--- src/rtl/ula_arbiter_ctrl.sv ---
// ula_arbiter_ctrl: shares one 8-bit ULA datapath between two requesters.
// Arbitrates, latches the winning op/operands, executes in a registered
// stage and returns a one-cycle response tagged with the owning requester.
// Accept at T -> rsp_valid at T+2; at most one op every 3 cycles.
// Build option: define ULA_ARB_FIXED_PRIO_EN for fixed priority (req 0
// wins ties); otherwise round-robin on the last accepted requester.
module ula_arbiter_ctrl #(
  parameter int unsigned W   = 8,
  parameter int unsigned OPW = 3
) (
  input  logic           clk,
  input  logic           rst,
  input  logic [1:0]     req_valid_i,
  output logic [1:0]     req_ready_o,
  input  logic [OPW-1:0] req0_op_i,
  input  logic [W-1:0]   req0_a_i,
  input  logic [W-1:0]   req0_b_i,
  input  logic [OPW-1:0] req1_op_i,
  input  logic [W-1:0]   req1_a_i,
  input  logic [W-1:0]   req1_b_i,
  output logic [1:0]     rsp_valid_o,
  output logic [W-1:0]   rsp_data_o,
  output logic           rsp_carry_o,
  output logic           busy_o
);

  localparam logic [OPW-1:0] OP_AND = OPW'(0);
  localparam logic [OPW-1:0] OP_OR  = OPW'(1);
  localparam logic [OPW-1:0] OP_XOR = OPW'(2);
  localparam logic [OPW-1:0] OP_ADD = OPW'(3);
  localparam logic [OPW-1:0] OP_SUB = OPW'(4);
  localparam logic [OPW-1:0] OP_NOT = OPW'(5);
  localparam logic [OPW-1:0] OP_SHL = OPW'(6);
  localparam logic [OPW-1:0] OP_SHR = OPW'(7);

  typedef enum logic [1:0] {
    S_IDLE = 2'd0,
    S_EXEC = 2'd1,
    S_RESP = 2'd2
  } state_e;

  state_e         state_q;
  logic           grant_q;
  logic [OPW-1:0] op_q;
  logic [W-1:0]   a_q;
  logic [W-1:0]   b_q;
  logic [1:0]     rsp_valid_q;
  logic [W-1:0]   rsp_data_q;
  logic           rsp_carry_q;
  logic           busy_q;
`ifndef ULA_ARB_FIXED_PRIO_EN
  logic           last_grant_q;
`endif

  logic           grant_c;
  logic           accept_c;
  logic [OPW-1:0] sel_op_c;
  logic [W-1:0]   sel_a_c;
  logic [W-1:0]   sel_b_c;
  logic [W-1:0]   alu_res_c;
  logic           alu_carry_c;
  logic [W:0]     alu_ext_c;

  // Arbitration winner among the currently valid requesters (index 0 or 1)
  always_comb begin
    grant_c = 1'b0;
`ifdef ULA_ARB_FIXED_PRIO_EN
    grant_c = ~req_valid_i[0];
`else
    if (&req_valid_i) begin
      grant_c = ~last_grant_q;
    end else begin
      grant_c = ~req_valid_i[0];
    end
`endif
  end

  // Accept only from IDLE, never during reset, never to a non-valid requester
  assign accept_c    = (state_q == S_IDLE) && (|req_valid_i) && !rst;
  assign req_ready_o = accept_c ? (grant_c ? 2'b10 : 2'b01) : 2'b00;

  // Operand mux selecting the winner's request for capture
  always_comb begin
    sel_op_c = req0_op_i;
    sel_a_c  = req0_a_i;
    sel_b_c  = req0_b_i;
    if (grant_c) begin
      sel_op_c = req1_op_i;
      sel_a_c  = req1_a_i;
      sel_b_c  = req1_b_i;
    end
  end

  // ULA datapath over the captured operands
  always_comb begin
    alu_res_c   = '0;
    alu_carry_c = 1'b0;
    alu_ext_c   = '0;
    case (op_q)
      OP_AND: alu_res_c = a_q & b_q;
      OP_OR:  alu_res_c = a_q | b_q;
      OP_XOR: alu_res_c = a_q ^ b_q;
      OP_ADD: begin
        alu_ext_c   = {1'b0, a_q} + {1'b0, b_q};
        alu_res_c   = alu_ext_c[W-1:0];
        alu_carry_c = alu_ext_c[W];
      end
      OP_SUB: begin
        // MSB of the extended difference is the borrow; carry means no borrow
        alu_ext_c   = {1'b0, a_q} - {1'b0, b_q};
        alu_res_c   = alu_ext_c[W-1:0];
        alu_carry_c = ~alu_ext_c[W];
      end
      OP_NOT: alu_res_c = ~a_q;
      OP_SHL: begin
        alu_res_c   = {a_q[W-2:0], 1'b0};
        alu_carry_c = a_q[W-1];
      end
      OP_SHR: begin
        alu_res_c   = {1'b0, a_q[W-1:1]};
        alu_carry_c = a_q[0];
      end
      default: begin
        alu_res_c   = '0;
        alu_carry_c = 1'b0;
      end
    endcase
  end

  // Control FSM with registered response, busy and round-robin history
  always_ff @(posedge clk or posedge rst) begin
    if (rst) begin
      state_q      <= S_IDLE;
      grant_q      <= 1'b0;
      op_q         <= '0;
      a_q          <= '0;
      b_q          <= '0;
      rsp_valid_q  <= 2'b00;
      rsp_data_q   <= '0;
      rsp_carry_q  <= 1'b0;
      busy_q       <= 1'b0;
`ifndef ULA_ARB_FIXED_PRIO_EN
      last_grant_q <= 1'b1;
`endif
    end else begin
      rsp_valid_q <= 2'b00;
      case (state_q)
        S_IDLE: begin
          if (accept_c) begin
            grant_q      <= grant_c;
            op_q         <= sel_op_c;
            a_q          <= sel_a_c;
            b_q          <= sel_b_c;
            busy_q       <= 1'b1;
            state_q      <= S_EXEC;
`ifndef ULA_ARB_FIXED_PRIO_EN
            last_grant_q <= grant_c;
`endif
          end
        end
        S_EXEC: begin
          rsp_data_q  <= alu_res_c;
          rsp_carry_q <= alu_carry_c;
          rsp_valid_q <= grant_q ? 2'b10 : 2'b01;
          state_q     <= S_RESP;
        end
        S_RESP: begin
          busy_q  <= 1'b0;
          state_q <= S_IDLE;
        end
        default: begin
          busy_q  <= 1'b0;
          state_q <= S_IDLE;
        end
      endcase
    end
  end

  assign rsp_valid_o = rsp_valid_q;
  assign rsp_data_o  = rsp_data_q;
  assign rsp_carry_o = rsp_carry_q;
  assign busy_o      = busy_q;

endmodule
--- config.mk ---
export PLATFORM = sky130hd
export DESIGN_NAME = ula_arbiter_ctrl
export DESIGN_NICKNAME = d
export VERILOG_FILES = /design/src/rtl/ula_arbiter_ctrl.sv
export SDC_FILE = /design/constraint.sdc
export NUM_CORES = 1
export LEC_CHECK = 0
export CORE_ASPECT_RATIO = 0.75
export CORE_UTILIZATION = 30
export DETAILED_ROUTE_END_ITERATION = 7
export PLACE_DENSITY_LB_ADDON = 0.12
export SLEW_MARGIN = 10
export SYNTH_ARGS = -nofsm -noshare
export SYNTH_HDL_FRONTEND = slang
export SYNTH_SLANG_ARGS = --single-unit
--- constraint.sdc ---
create_clock -name clk -period 5.8 [get_ports clk]
set_input_delay 0.58 -clock clk [delete_from_list [all_inputs] [get_ports clk]]
set_output_delay 0.58 -clock clk [all_outputs]
set_load 0.005 [all_outputs]
# ---- Word-level counts from Yosys, hierarchy flattened
# Cells that the tools add are included.
dict set report op_classes {
  addsub 2
  eq_ne 9
  n_mux 14
  bitwise 8
  reduce_logical 9
}
# op count
set op_table {}
lappend op_table {{8-bit case mux with 8 select lines} 1}
lappend op_table {{8-bit two-way mux} 2}
lappend op_table {{3-bit equality test, second input constant} 4}
lappend op_table {{2-bit two-way mux} 5}
lappend op_table {{8-bit by 8-bit adder with 9-bit output} 1}
lappend op_table {{8-bit by 8-bit subtractor with 9-bit output} 1}
lappend op_table {{8-bit bitwise AND} 1}
lappend op_table {{8-bit NOT} 1}
lappend op_table {{8-bit bitwise OR} 1}
lappend op_table {{8-bit XOR} 1}
lappend op_table {{3-bit by 2-bit equality test with 1-bit output, second input constant} 2}
lappend op_table {{2-bit AND reduction} 3}
lappend op_table {{1-bit NOT} 4}
lappend op_table {{1-bit case mux with 4 select lines} 1}
lappend op_table {{2-bit case mux with 2 select lines} 1}
lappend op_table {{3-bit by 1-bit equality test with 1-bit output, second input constant} 1}
lappend op_table {{3-bit logical NOT} 1}
lappend op_table {{3-bit two-way mux} 1}
lappend op_table {{2-bit by 1-bit equality test with 1-bit output, second input constant} 1}
lappend op_table {{1-bit logical AND} 2}
lappend op_table {{2-bit logical NOT} 1}
lappend op_table {{1-bit two-way mux} 2}
lappend op_table {{2-bit inequality test, second input constant} 1}
lappend op_table {{1-bit case mux with 2 select lines} 1}
lappend op_table {{2 further kinds} 2}
dict set report totals {
  register_bits 35
  out_inout_bits 14
  word_cells 52
}

# ---- Depth between registers and ports, before layout
dict set report logic_depth {
  ltp_word 5
  depth_mapped 10
}

# ---- Worst setup path after synthesis
# Ideal clock, no wire load.
dict set report synth_path {
  path_kind {flip-flop to flip-flop}
  from {reg a_q[1]}
  to {reg rsp_data_q[7], in the netlist rsp_data_o[7]}
  setup_ns 0.128
  t_arrival_ns 2.023
  required_time_ns 5.672
  path_slack_ns 3.649
  path_stages_with_launch 9
  n_path_buf 0
  synth_period_minus_slack_ns 2.151
  cell_sequence {dfrtp_1 -> inv_1 -> ha_1 -> o21ba_2 -> or4_4 -> a31oi_2 -> nor4_1 -> a311oi_1 -> a21oi_1}
}
dict set report synth_via {
  elab_chain_len 2
  elab_cells_between_ends 3
  classes_between {add/sub (2); mux (1)}
}
# element line_no
set synth_rtl {}
lappend synth_rtl {{start, declared} 45} ;# logic [W-1:0] a_q;
lappend synth_rtl {{start signal, assigned} 152} ;# a_q <= sel_a_c;
lappend synth_rtl {{8-bit by 8-bit subtractor with 9-bit output / 8-bit by 8-bit adder with 9-bit output (equally long branches)} {110, 104}}
lappend synth_rtl {{8-bit case mux with 8 select lines *} 99} ;# case (op_q)
lappend synth_rtl {{end signal, assigned} 162} ;# rsp_data_q <= alu_res_c;
lappend synth_rtl {{end, declared} 48} ;# logic [W-1:0] rsp_data_q;
# Every way passes the cells marked *; elsewhere a longest branch is shown, timed or not.
# A chain may end at the register's enable or synchronous reset.

# ---- Worst setup path in the final report
dict set report layout_path {
  from {in req_valid_i[0]}
  to {out req_ready_o[0]}
}
dict set report layout_via {
  elab_chain_len 4
  elab_cells_between_ends 8
  classes_between {mux (3); bitwise (1); reduce/logical (4)}
}
# element line_no
set layout_rtl {}
lappend layout_rtl {{start, declared} 13} ;# input logic [1:0] req_valid_i,
lappend layout_rtl {{2-bit AND reduction (tied with other cells)} 70} ;# if (&req_valid_i) begin
lappend layout_rtl {{1-bit two-way mux / 1-bit logical AND (equally long branches)} {70, 79}}
lappend layout_rtl {{2-bit two-way mux / 1-bit logical AND (equally long branches)} {80, 79}}
lappend layout_rtl {{2-bit two-way mux *} 80} ;# assign req_ready_o = accept_c ? (grant_c ? 2'b10 : 2'b01) : 2'b00;
lappend layout_rtl {{end, declared} 14} ;# output logic [1:0] req_ready_o,
# Marked as above.

==> impl_metrics.tcl <==
set metrics [dict create \
    timing.critical_path.slowest_stage_cell "sky130_fd_sc_hd__nor4_4" \
    cts.root.buffer_cell "sky130_fd_sc_hd__clkbuf_16" \
    post_cts.resized_instances 0 \
    tritoncts.num_buffers 5 \
    antenna_violating_nets_post_route 0 \
    timing.critical_path.from_type "input port" \
    gp_congestion 0.877 \
    grt_usage_pct 16.3 \
    crit_path_frequent_cell "sky130_fd_sc_hd__clkdlybuf4s50_1" \
    yosys_most_used_dff "sky130_fd_sc_hd__dfrtp_1" \
    lkg_pwr_nw 1.62 \
    firstDrtPassIters 4 \
    mostFrequentLayoutCells "55 x sky130_fd_sc_hd__clkdlybuf4s50_1, 46 x sky130_fd_sc_hd__a21oi_1, 39 x sky130_fd_sc_hd__nor2_1" \
    antenna_found_initial 0 \
    clk_latency_ns 0.28 \
    r2r.worst_path.cells 8 \
    area_delta_synth_final_pct 28.2 \
    element_type_at_the_critical_path_end "output port" \
    net_count_of_the_mapped_netlist 419 \
    tritoncts "yes" \
    drcViolationCount 0 \
    synth_edf_count 0 \
    floorplan.die.width_um 115 \
    cp_max_fo 28 \
    core_um2 9160 \
    cellPowerDensity_nw_per_um2 397 \
    outcome "finished, final reports clean" \
    worstPathCellList "clkdlybuf4s50_1 > nor2_1 > nor4_4 > buf_4 > o211a_1 > clkdlybuf4s50_1" \
    number_of_rows_created_at_floorplan 30 \
    layout-drive-gt1-share_pct 6.05 \
    timing.critical_path.arrival_ns 2.89 \
    ir_worst_vdd_v 0.000148 \
    place_ws_ns 2.31 \
    holdCritPathClass "register to register" \
    seq_total_area_yosys_pct 30.5 \
    placement.io_buffers 55 \
    clk_path_buf_depth 2 \
    die_area_um2 9980 \
    layout.nets 464 \
    synth_async_sr_flop_share_pct 100 \
    vias_per_cell 4.95 \
    critical_path.max_stage_delay_ns 0.57 \
    cts.repair_timing.setup_buffer_count 0 \
    worst_slack_ns 2.33 \
    finalCriticalPeriod_ns 3.47 \
    antenna-diode-count 0 \
    cts-htree-levels 2 \
    dpl.hpwl_um 5800 \
    unrepaired_setup_endpoints_after_global_routing "no" \
    synth.ff_latch_count 35 \
    global_route.overflow_total 0 \
    routed_wirelength_um 7640 \
    initial_core_utilization_pct 31.4 \
    grt_first_pass_wirelength_um 12500 \
    drt_iter0_drc 151 \
    count_of_synthesis_stage_warnings_from_yosys 0 \
    postSynthCellCount 351 \
    holdBufCountCts 0 \
    cts.sink_count 35 \
    finalClockSkew_ns 0.00474 \
    worstPathRequired_ns 5.22 \
    vias_in_the_first_global_route 2388 \
    worst_slew_margin_relative_to_its_limit_pct 49.4 \
    maximum_number_of_pins_on_one_net_before_global_route_repair 39 \
    max_cap_viol_count 0 \
    fin_setup_tns_ns 0 \
    worst_slew_pin_slew_ns 0.753 \
    synthesis.area_um2 2870 \
    pin_count 56 \
    worst_path_class_setup "input port to output port" \
    die_h_um 86.7 \
    hold_ws_ns 0.451 \
    worst_hold_path.num_cells 1 \
    hold_viol_final 0 \
    maxClockFrequency_mhz 288 \
    detail_route.wl_per_cell_um 14.6 \
    timing_max_transition_violations_final 0 \
    timing.final.setup_violations 0 \
    layout_commonest_cell "sky130_fd_sc_hd__clkdlybuf4s50_1" \
    route.vias.total 2601 \
    cts.clk_slew.worst_paths_ns 0.06 \
    synth.distinct_cells 56 \
    synth_area_per_cell_um2 8.18 \
    finalCritPeriodShare_pct 59.9 \
]
worst max-delay path, delay by kind of cell:
| family | cells | cell delay [ns] |
|---|---|---|
| buffers and inverters | 3 | 1.42 |
| AO/OA/AOI/OAI | 1 | 0.24 |
| AND/OR/NAND/NOR | 2 | 0.65 |
synthesized netlist by cell type (2+ instances only):
library cell | instances | area [um^2]
sky130_fd_sc_hd__fa_1 | 2 | 40.0
sky130_fd_sc_hd__nor3_1 | 7 | 35.0
sky130_fd_sc_hd__nand2_1 | 23 | 86.3
sky130_fd_sc_hd__dfrtp_1 | 34 | 851
sky130_fd_sc_hd__or3_1 | 4 | 25.0
sky130_fd_sc_hd__clkbuf_1 | 10 | 37.5
sky130_fd_sc_hd__nand4_1 | 3 | 18.8
sky130_fd_sc_hd__a21o_1 | 2 | 15.0
sky130_fd_sc_hd__and2_1 | 2 | 12.5
sky130_fd_sc_hd__nor4_1 | 2 | 12.5
sky130_fd_sc_hd__inv_1 | 27 | 101
sky130_fd_sc_hd__o221ai_1 | 3 | 26.3
sky130_fd_sc_hd__o22ai_1 | 3 | 18.8
sky130_fd_sc_hd__a211oi_1 | 3 | 22.5
sky130_fd_sc_hd__o32ai_1 | 3 | 26.3
sky130_fd_sc_hd__o21a_1 | 4 | 30.0
sky130_fd_sc_hd__mux2_2 | 2 | 22.5
sky130_fd_sc_hd__mux2i_1 | 23 | 230
sky130_fd_sc_hd__ha_1 | 24 | 300
sky130_fd_sc_hd__a311oi_1 | 2 | 17.5
sky130_fd_sc_hd__o31ai_1 | 4 | 30.0
sky130_fd_sc_hd__nand3_1 | 3 | 15.0
sky130_fd_sc_hd__nor2_1 | 39 | 146
sky130_fd_sc_hd__buf_2 | 9 | 45.0
sky130_fd_sc_hd__o21ai_0 | 20 | 100
sky130_fd_sc_hd__nand2b_1 | 7 | 43.8
sky130_fd_sc_hd__o21ai_1 | 3 | 15.0
sky130_fd_sc_hd__xor2_1 | 2 | 17.5
sky130_fd_sc_hd__a21oi_1 | 46 | 230
sky130_fd_sc_hd__a31oi_1 | 5 | 31.3
sky130_fd_sc_hd__nor2b_1 | 5 | 31.3
final cells by class:
class / instances / area (um^2)
clock buffer: 6 / 139
sequential: 35 / 877
clock inverter: 2 / 16.3
tap: 128 / 160
timing repair buffer: 60 / 588
fill: 956 / 5480
multi-input combinational: 266 / 1800
inverter: 28 / 105
where the power goes:
group          internal [mW]  leakage (nW)  switching (mW)
sequential             0.317         0.400          0.0745
clock                  0.172        0.0731           0.112
combinational          0.351          1.15           0.436
total                  0.840          1.62           0.623
registers in the layout (all words and copies together) (netlist names):
signal / count
state_q: 2
rsp_data_o: 8
grant_q: 1
rsp_carry_o: 1
b_q: 8
busy_o: 1
last_grant_q: 1
a_q: 8
op_q: 3
rsp_valid_o: 2
final timing paths:
path                                     start                        end  slack [ns]
min in group asynchronous                  rst         busy_o$_DFFE_PP0P_        0.79
max in group asynchronous                  rst   last_grant_q$_DFFE_PP1P_        4.67
max reg2reg                 a_q[1]$_DFFE_PP0P_  rsp_data_o[7]$_DFFE_PP0N_        3.37
min                        grant_q$_DFFE_PP0P_   rsp_valid_o[0]$_DFF_PP0_        0.45
min reg2reg                grant_q$_DFFE_PP0P_   rsp_valid_o[0]$_DFF_PP0_        0.45
max                             req_valid_i[0]             req_ready_o[0]        2.33
per-stage QoR:
stage	utilization [%]	power, mW	std cells	area [um^2]
floorplan	-	0.933	351	2870
global placement	38.5	1.17	517	3530
detailed placement	38.5	1.17	517	3530
CTS	40.2	1.46	525	3680
global route	40.2	1.58	525	3680
finish	40.2	1.46	525	3680
per-layer routing:
layer  GRT usage, %  routed length, um  up-vias
met1           25.7               4180     1165
li1               -                  -     1331
met5              0                  0        -
met4           2.48                 44        0
met3           4.06                483        4
met2           22.0               2930      101
kinds of logic after synthesis:
| family | count (synthesis) | synth area share (%) |
|---|---|---|
| AND/OR/NAND/NOR | 101 | 16.7 |
| adder cells (fa/ha/maj) | 26 | 11.8 |
| AO/OA/AOI/OAI | 111 | 23.9 |
| XOR/XNOR | 3 | 0.915 |
| multiplexers | 25 | 8.80 |
| buffers and inverters | 50 | 7.32 |
| flip-flops | 35 | 30.5 |
Note: power is estimated with default switching activity, not from simulation.
